==> src/rtl/mul_share_ctrl_pkg.sv <==
// Shared definitions for the shared-multiplier controller.
//   - FSM state encoding (IDLE=0, ISSUE=1, WAIT=2, RESP=3)
//   - requester-ID width and type
//   - default operand width and core latency budget
//   - helper that returns the other requester of the pair
package mul_share_ctrl_pkg;

    localparam int unsigned DEFAULT_WIDTH   = 32;
    localparam int unsigned DEFAULT_MAX_LAT = 64;

    // Two requesters, so one bit identifies the owner.
    localparam int unsigned REQ_ID_W = 1;

    // Timer width covers the whole legal MAX_LAT range (2..255).
    localparam int unsigned TIMER_W = 8;

    localparam int unsigned STATE_W = 2;

    typedef enum logic [STATE_W-1:0] {
        ST_IDLE  = 2'd0,
        ST_ISSUE = 2'd1,
        ST_WAIT  = 2'd2,
        ST_RESP  = 2'd3
    } state_e;

    typedef logic [REQ_ID_W-1:0] req_id_t;

    // The opposite requester of a two-way pair.
    function automatic req_id_t other_id(input req_id_t id);
        return ~id;
    endfunction

endpackage

==> src/rtl/mul_share_ctrl_rr_arb2.sv <==
// Two-way round-robin grant.
// Picks the single valid requester; when both are valid, picks the one that
// was not served last.
//   valid0_i, valid1_i : requester valids
//   last_grant_i       : requester served most recently
//   gnt_valid_o        : some requester is granted (combinational)
//   gnt_id_o           : granted requester (combinational)
module mul_share_ctrl_rr_arb2
    import mul_share_ctrl_pkg::*;
(
    input  logic    valid0_i,
    input  logic    valid1_i,
    input  req_id_t last_grant_i,
    output logic    gnt_valid_o,
    output req_id_t gnt_id_o
);

    // Grant decision: tie broken away from the last winner.
    always_comb begin
        gnt_valid_o = valid0_i | valid1_i;
        gnt_id_o    = '0;
        if (valid0_i && valid1_i) begin
            gnt_id_o = other_id(last_grant_i);
        end else if (valid1_i) begin
            gnt_id_o = REQ_ID_W'(1);
        end
    end

endmodule

==> src/rtl/mul_share_ctrl.sv <==
// Shares one multi-cycle signed multiplier core between two requesters.
// A round-robin arbiter grants one request at a time; the controller latches
// the operands, pulses the core's start, waits for done (bounded by a
// watchdog of MAX_LAT cycles) and returns the 2*WIDTH product, or a zero
// result with err set on timeout, to the requester that issued it.
//   clk_i, reset_ni                     : clock, async active-low reset
//   reqN_valid_i/ready_o/a_i/b_i        : request channel of requester N
//   rspN_valid_o/ready_i/result_o/err_o : response channel of requester N
//   mul_start_o/a_o/b_o                 : start pulse and operands to the core
//   mul_done_i/result_i                 : done pulse and product from the core
//   busy_o                              : controller is not idle
module mul_share_ctrl
    import mul_share_ctrl_pkg::*;
#(
    parameter int unsigned WIDTH   = DEFAULT_WIDTH,
    parameter int unsigned MAX_LAT = DEFAULT_MAX_LAT
) (
    input  logic                 clk_i,
    input  logic                 reset_ni,

    input  logic                 req0_valid_i,
    output logic                 req0_ready_o,
    input  logic [WIDTH-1:0]     req0_a_i,
    input  logic [WIDTH-1:0]     req0_b_i,
    output logic                 rsp0_valid_o,
    input  logic                 rsp0_ready_i,
    output logic [2*WIDTH-1:0]   rsp0_result_o,
    output logic                 rsp0_err_o,

    input  logic                 req1_valid_i,
    output logic                 req1_ready_o,
    input  logic [WIDTH-1:0]     req1_a_i,
    input  logic [WIDTH-1:0]     req1_b_i,
    output logic                 rsp1_valid_o,
    input  logic                 rsp1_ready_i,
    output logic [2*WIDTH-1:0]   rsp1_result_o,
    output logic                 rsp1_err_o,

    output logic                 mul_start_o,
    output logic [WIDTH-1:0]     mul_a_o,
    output logic [WIDTH-1:0]     mul_b_o,
    input  logic                 mul_done_i,
    input  logic [2*WIDTH-1:0]   mul_result_i,

    output logic                 busy_o
);

    localparam int unsigned RES_W = 2 * WIDTH;
    localparam logic [TIMER_W-1:0] TIMEOUT_CNT = TIMER_W'(MAX_LAT - 1);

    state_e               state_q,       state_d;
    req_id_t              owner_q,       owner_d;
    req_id_t              last_q,        last_d;
    logic [WIDTH-1:0]     a_q,           a_d;
    logic [WIDTH-1:0]     b_q,           b_d;
    logic [TIMER_W-1:0]   timer_q,       timer_d;
    logic                 start_q,       start_d;
    logic                 busy_q,        busy_d;
    logic                 rsp0_valid_q,  rsp0_valid_d;
    logic [RES_W-1:0]     rsp0_result_q, rsp0_result_d;
    logic                 rsp0_err_q,    rsp0_err_d;
    logic                 rsp1_valid_q,  rsp1_valid_d;
    logic [RES_W-1:0]     rsp1_result_q, rsp1_result_d;
    logic                 rsp1_err_q,    rsp1_err_d;

    logic                 gnt_valid_c;
    req_id_t              gnt_id_c;
    logic                 owner_is1_c;
    logic                 rsp_hs_c;

    mul_share_ctrl_rr_arb2 u_arb (
        .valid0_i     (req0_valid_i),
        .valid1_i     (req1_valid_i),
        .last_grant_i (last_q),
        .gnt_valid_o  (gnt_valid_c),
        .gnt_id_o     (gnt_id_c)
    );

    // Ready is only offered while idle, and only to the granted requester.
    assign req0_ready_o = (state_q == ST_IDLE) && gnt_valid_c && (gnt_id_c == REQ_ID_W'(0));
    assign req1_ready_o = (state_q == ST_IDLE) && gnt_valid_c && (gnt_id_c == REQ_ID_W'(1));

    assign owner_is1_c = (owner_q == REQ_ID_W'(1));
    assign rsp_hs_c    = owner_is1_c ? (rsp1_valid_q && rsp1_ready_i)
                                     : (rsp0_valid_q && rsp0_ready_i);

    // Next-state and registered-output logic.
    always_comb begin
        state_d       = state_q;
        owner_d       = owner_q;
        last_d        = last_q;
        a_d           = a_q;
        b_d           = b_q;
        timer_d       = timer_q;
        start_d       = 1'b0;
        rsp0_valid_d  = rsp0_valid_q;
        rsp0_result_d = rsp0_result_q;
        rsp0_err_d    = rsp0_err_q;
        rsp1_valid_d  = rsp1_valid_q;
        rsp1_result_d = rsp1_result_q;
        rsp1_err_d    = rsp1_err_q;

        unique case (state_q)
            ST_IDLE: begin
                // A grant implies the granted requester is valid: handshake.
                if (gnt_valid_c) begin
                    owner_d = gnt_id_c;
                    a_d     = (gnt_id_c == REQ_ID_W'(1)) ? req1_a_i : req0_a_i;
                    b_d     = (gnt_id_c == REQ_ID_W'(1)) ? req1_b_i : req0_b_i;
                    start_d = 1'b1;
                    state_d = ST_ISSUE;
                end
            end

            ST_ISSUE: begin
                timer_d = '0;
                state_d = ST_WAIT;
            end

            ST_WAIT: begin
                // Done wins over a timeout falling in the same cycle.
                if (mul_done_i) begin
                    if (owner_is1_c) begin
                        rsp1_valid_d  = 1'b1;
                        rsp1_result_d = mul_result_i;
                        rsp1_err_d    = 1'b0;
                    end else begin
                        rsp0_valid_d  = 1'b1;
                        rsp0_result_d = mul_result_i;
                        rsp0_err_d    = 1'b0;
                    end
                    state_d = ST_RESP;
                end else if (timer_q == TIMEOUT_CNT) begin
                    if (owner_is1_c) begin
                        rsp1_valid_d  = 1'b1;
                        rsp1_result_d = '0;
                        rsp1_err_d    = 1'b1;
                    end else begin
                        rsp0_valid_d  = 1'b1;
                        rsp0_result_d = '0;
                        rsp0_err_d    = 1'b1;
                    end
                    state_d = ST_RESP;
                end else begin
                    timer_d = timer_q + TIMER_W'(1);
                end
            end

            ST_RESP: begin
                // Response regs return to zero so the idle outputs read 0.
                if (rsp_hs_c) begin
                    rsp0_valid_d  = 1'b0;
                    rsp0_result_d = '0;
                    rsp0_err_d    = 1'b0;
                    rsp1_valid_d  = 1'b0;
                    rsp1_result_d = '0;
                    rsp1_err_d    = 1'b0;
                    last_d        = owner_q;
                    state_d       = ST_IDLE;
                end
            end

            default: begin
                state_d = ST_IDLE;
            end
        endcase

        busy_d = (state_d != ST_IDLE);
    end

    // State and output registers; reset discards any in-flight operation.
    always_ff @(posedge clk_i or negedge reset_ni) begin
        if (!reset_ni) begin
            state_q       <= ST_IDLE;
            owner_q       <= '0;
            last_q        <= REQ_ID_W'(1);
            a_q           <= '0;
            b_q           <= '0;
            timer_q       <= '0;
            start_q       <= 1'b0;
            busy_q        <= 1'b0;
            rsp0_valid_q  <= 1'b0;
            rsp0_result_q <= '0;
            rsp0_err_q    <= 1'b0;
            rsp1_valid_q  <= 1'b0;
            rsp1_result_q <= '0;
            rsp1_err_q    <= 1'b0;
        end else begin
            state_q       <= state_d;
            owner_q       <= owner_d;
            last_q        <= last_d;
            a_q           <= a_d;
            b_q           <= b_d;
            timer_q       <= timer_d;
            start_q       <= start_d;
            busy_q        <= busy_d;
            rsp0_valid_q  <= rsp0_valid_d;
            rsp0_result_q <= rsp0_result_d;
            rsp0_err_q    <= rsp0_err_d;
            rsp1_valid_q  <= rsp1_valid_d;
            rsp1_result_q <= rsp1_result_d;
            rsp1_err_q    <= rsp1_err_d;
        end
    end

    assign mul_start_o   = start_q;
    assign mul_a_o       = a_q;
    assign mul_b_o       = b_q;
    assign busy_o        = busy_q;
    assign rsp0_valid_o  = rsp0_valid_q;
    assign rsp0_result_o = rsp0_result_q;
    assign rsp0_err_o    = rsp0_err_q;
    assign rsp1_valid_o  = rsp1_valid_q;
    assign rsp1_result_o = rsp1_result_q;
    assign rsp1_err_o    = rsp1_err_q;

endmodule
==> config.mk <==
export PLATFORM = sky130hd
export DESIGN_NAME = mul_share_ctrl
export DESIGN_NICKNAME = d
export VERILOG_FILES = /design/src/rtl/mul_share_ctrl_pkg.sv /design/src/rtl/mul_share_ctrl_rr_arb2.sv /design/src/rtl/mul_share_ctrl.sv
export SDC_FILE = /design/constraint.sdc
export NUM_CORES = 1
export LEC_CHECK = 0
export CORE_ASPECT_RATIO = 0.6
export CORE_UTILIZATION = 43
export CTS_CLUSTER_SIZE = 20
export DETAILED_ROUTE_END_ITERATION = 10
export PLACE_DENSITY = 0.81
export SYNTH_ARGS = -nofsm -noshare
export SYNTH_HDL_FRONTEND = slang
export SYNTH_HIERARCHICAL = 1
export SYNTH_SLANG_ARGS = --single-unit
==> constraint.sdc <==
create_clock -name clk_i -period 3 [get_ports clk_i]
set_input_delay 0.9 -clock clk_i [delete_from_list [all_inputs] [get_ports clk_i]]
set_output_delay 0.9 -clock clk_i [all_outputs]
set_load 0.1 [all_outputs]
==> results by group <==
Setup path
  • Worst setup SP type: input pin
  • Worst path arrival time: 2.04 ns
  • Critical path destination: req0_ready_o
  • WS Path Type: input pin to primary output
  • CP Max Fanout: 3
  • Cell Chain, Critical Path: clkdlybuf4s50_1 > a21boi_4 > buf_4 > nor2_4 > buf_12
  • Setup slack, reg-to-reg: 0.71 ns
  • Critical path startpoint: req0_valid_i
  • CP required: 2.10 ns
  • CP max-delay cell: clkdlybuf4s50_1
  • Worst Reg-to-Reg Cells: 5
  • Max incr delay on CP: 0.54 ns
  • Reg2reg start: timer_q[4]
  • CP endpoint kind: primary output
  • R2R Path End: rsp1_result_o[12]

Global route
  • Grt ovf: 0
  • Vias in the first global route: 7104
  • Largest net degree at the start of global routing: 133
  • Antenna violations before repair: 1
  • GRT met1 Usage: 28.5%
  • M2 GR Usage: 39.7%
  • Met3 GRT Util: 6.66%
  • Global route hottest layer: met2
  • First-pass GRT wire length: 39.6 mm
  • Total GRT Usage: 23.0%

Logic synthesis
  • Share of the synthesized area in the top cell type: 56.5%
  • Post-Synth XOR/XNOR Area: 0.189%
  • Synth top area cells: dfrtp_1 (57%), mux2_2 (9.7%), mux2_4 (8.1%)
  • Post-Syn Instances: 718
  • Distinct cell type count after synthesis: 40
  • Synth Area in Compound Gates: 5.54%
  • Synth Area in Simple Gates: 9.15%
  • Synthesized area: 9250 um^2
  • Post-synthesis adder-cell area fraction: 0.135%
  • Largest family of logic cells by synthesized area: multiplexers
  • Post-synthesis mux area share: 24.9%
  • Syn_area_per_cell: 12.9 um^2
  • Area leader, netlist: dfrtp_1
  • Synth Warn #: 6
  • Synthesized Nets: 918
  • Synthesized flop and latch total: 210
  • Sequential share of the synthesized area: 56.8%

Finish
  • Layout cells sized above 1: 35.2%
  • Layout Utilization: 65.4%
  • Most frequent cells in the layout: dfrtp_1 (209), buf_4 (206), clkdlybuf4s50_1 (196), mux2_2 (80), nand2_1 (71)
  • Nets: 1302
  • Area delta synth->final: 48.6%
  • Most common cell after layout, fill and taps aside: dfrtp_1

Timing
  • Setup TNS: 0 ns
  • Slew @ Worst Pin: 0.660 ns
  • FMAX: 340 MHz
  • Min cycle time layout: 2.94 ns
  • Setup violations, final: 0
  • Final Cycle Share: 98.0%
  • Setup ws final: 0.0608 ns
  • RSZ-0062 raised after global routing: no
  • Hold_ws: 0.418 ns
  • Slew HR: 56.0%
  • Max-slew violation count: 0
  • Final hold vios: 0
  • Clock Skews: 0.00983 ns

Place
  • Dpl hpwl: 19.1 mm
  • GPL Wtd Cong: 0.775
  • DP Worst Slack: 0.0302 ns
  • I/O Buffers: 398

Routing
  • Antenna viol nets, final: 0
  • DR WL/cell: 18.7 um
  • Final wirelength: 26.0 mm
  • DRC: 0
  • Drt first pass iters: 4
  • DRT iter0 DRCs: 280
  • Via count: 7070
  • Via density: 5.07

Clock network
  • Clock-pin slew on the worst setup and hold paths: 0.06 ns
  • Post-CTS setup buffer count: 0
  • CTS max path bufs: 3
  • Num CTS Buffers: 21
  • CTS tree: done
  • Insertion delay to the later sink of the worst-skew pair: 0.49 ns
  • CTS Sinks: 210
  • H-tree level count: 1
  • CTS root buf: clkbuf_16

Die
  • Die Area: 22100 um^2
  • Die H: 116 um
  • Die Span X: 191 um
  • Row cnt: 41
  • Core area: 21000 um^2
  • Starting Density: 44.0%
  • Boundary Pins: 399

Hold path
  • HP Class: input pin to asynchronous set/reset pin

Status
  • Outcome: completed

Run
  • Max-capacitance violation count: 0
metrics by stage:
stage,cells,instance area [um^2]
finish,1395,13700
global route,1395,13700
CTS,1394,13700
detailed placement,1358,13100
global placement,1358,13100
floorplan,718,9260
sequential cells by signal (all words and copies together) (netlist names):
name,flops
rsp0_valid_o,1
mul_start_o,1
rsp1_result_o,64
mul_b_o,32
rsp1_valid_o,1
timer_q,8
mul_a_o,32
rsp0_result_o,64
owner_is1_c,1
state_q,2
busy_o,1
last_q,1
rsp1_err_o,1
rsp0_err_o,1
worst min path at each step:
stage | cells past startpoint | endpoint | slack, ns
final | 1 | rsp0_result_o[52] | 0.42
after global routing | 1 | rsp1_result_o[59] | 0.46
after CTS | 1 | rsp1_result_o[50] | 0.44
after detailed placement | 2 | mul_b_o[3] | 0.47
after global placement | 2 | mul_b_o[12] | 0.46
after floorplan | 1 | last_q | 0.46
cells by family after synthesis:
kind of cell               count (synthesis)
AOI/OAI and AO/OA                         90
xor gates and xnor gates                   2
adders and majority gates                  1
buffers and inverters                     54
DFF                                      210
muxes                                    195
and+or+nand+nor                          166
routing by layer:
metal / up-vias / share of wire, %
met4: 0 / 2.3
met2: 241 / 49
li1: 3310 / -
met1: 3472 / 41
met5: - / 0
met3: 47 / 7.6
critical path: cells and delay by family:
kind	cells	cell delay (ns)
buffers and inverters	3	0.89
AOI/OAI and AO/OA	1	0.08
and+or+nand+nor	1	0.16
cells in the mapped netlist:
master	count
or3_2	1
a21oi_1	7
o21ai_0	70
or3_1	1
o211ai_1	1
dfrtp_1	209
nor3_1	1
clkbuf_1	33
mux2_2	80
and3_1	65
buf_4	1
or4_1	2
or3b_2	1
nor4_1	1
or2_1	1
dfstp_2	1
xnor2_1	2
nand3_1	3
mux2i_1	65
o2111ai_2	1
o2bb2ai_1	2
a21boi_1	1
nor2b_1	3
o31ai_1	2
mux2_4	50
nand4_1	2
o211ai_2	1
buf_2	7
and4bb_4	1
ha_1	1
a41oi_1	1
a41o_4	1
and2_1	1
nand2b_1	2
a21o_1	2
nand2_1	73
buf_6	12
o21a_1	1
inv_1	1
nor2_1	8
final cells by class:
type | instances | area, um^2
timing repair buffer | 414 | 3730
inverter | 1 | 3.75
antenna | 1 | 2.50
fill | 1613 | 7280
multi-input combinational | 454 | 3740
sequential | 210 | 5260
tap | 279 | 349
clock buffer | 28 | 572
clock inverter | 8 | 93.8
timing repair:
action | in CTS | in global routing
hold buffers | 0 | 0
endpoints found under the setup margin | 0 | 1
gates resized for setup | 0 | 1
Power is not shown: default switching activity piles up to over one toggle a cycle in this logic, so the estimate is an artifact.
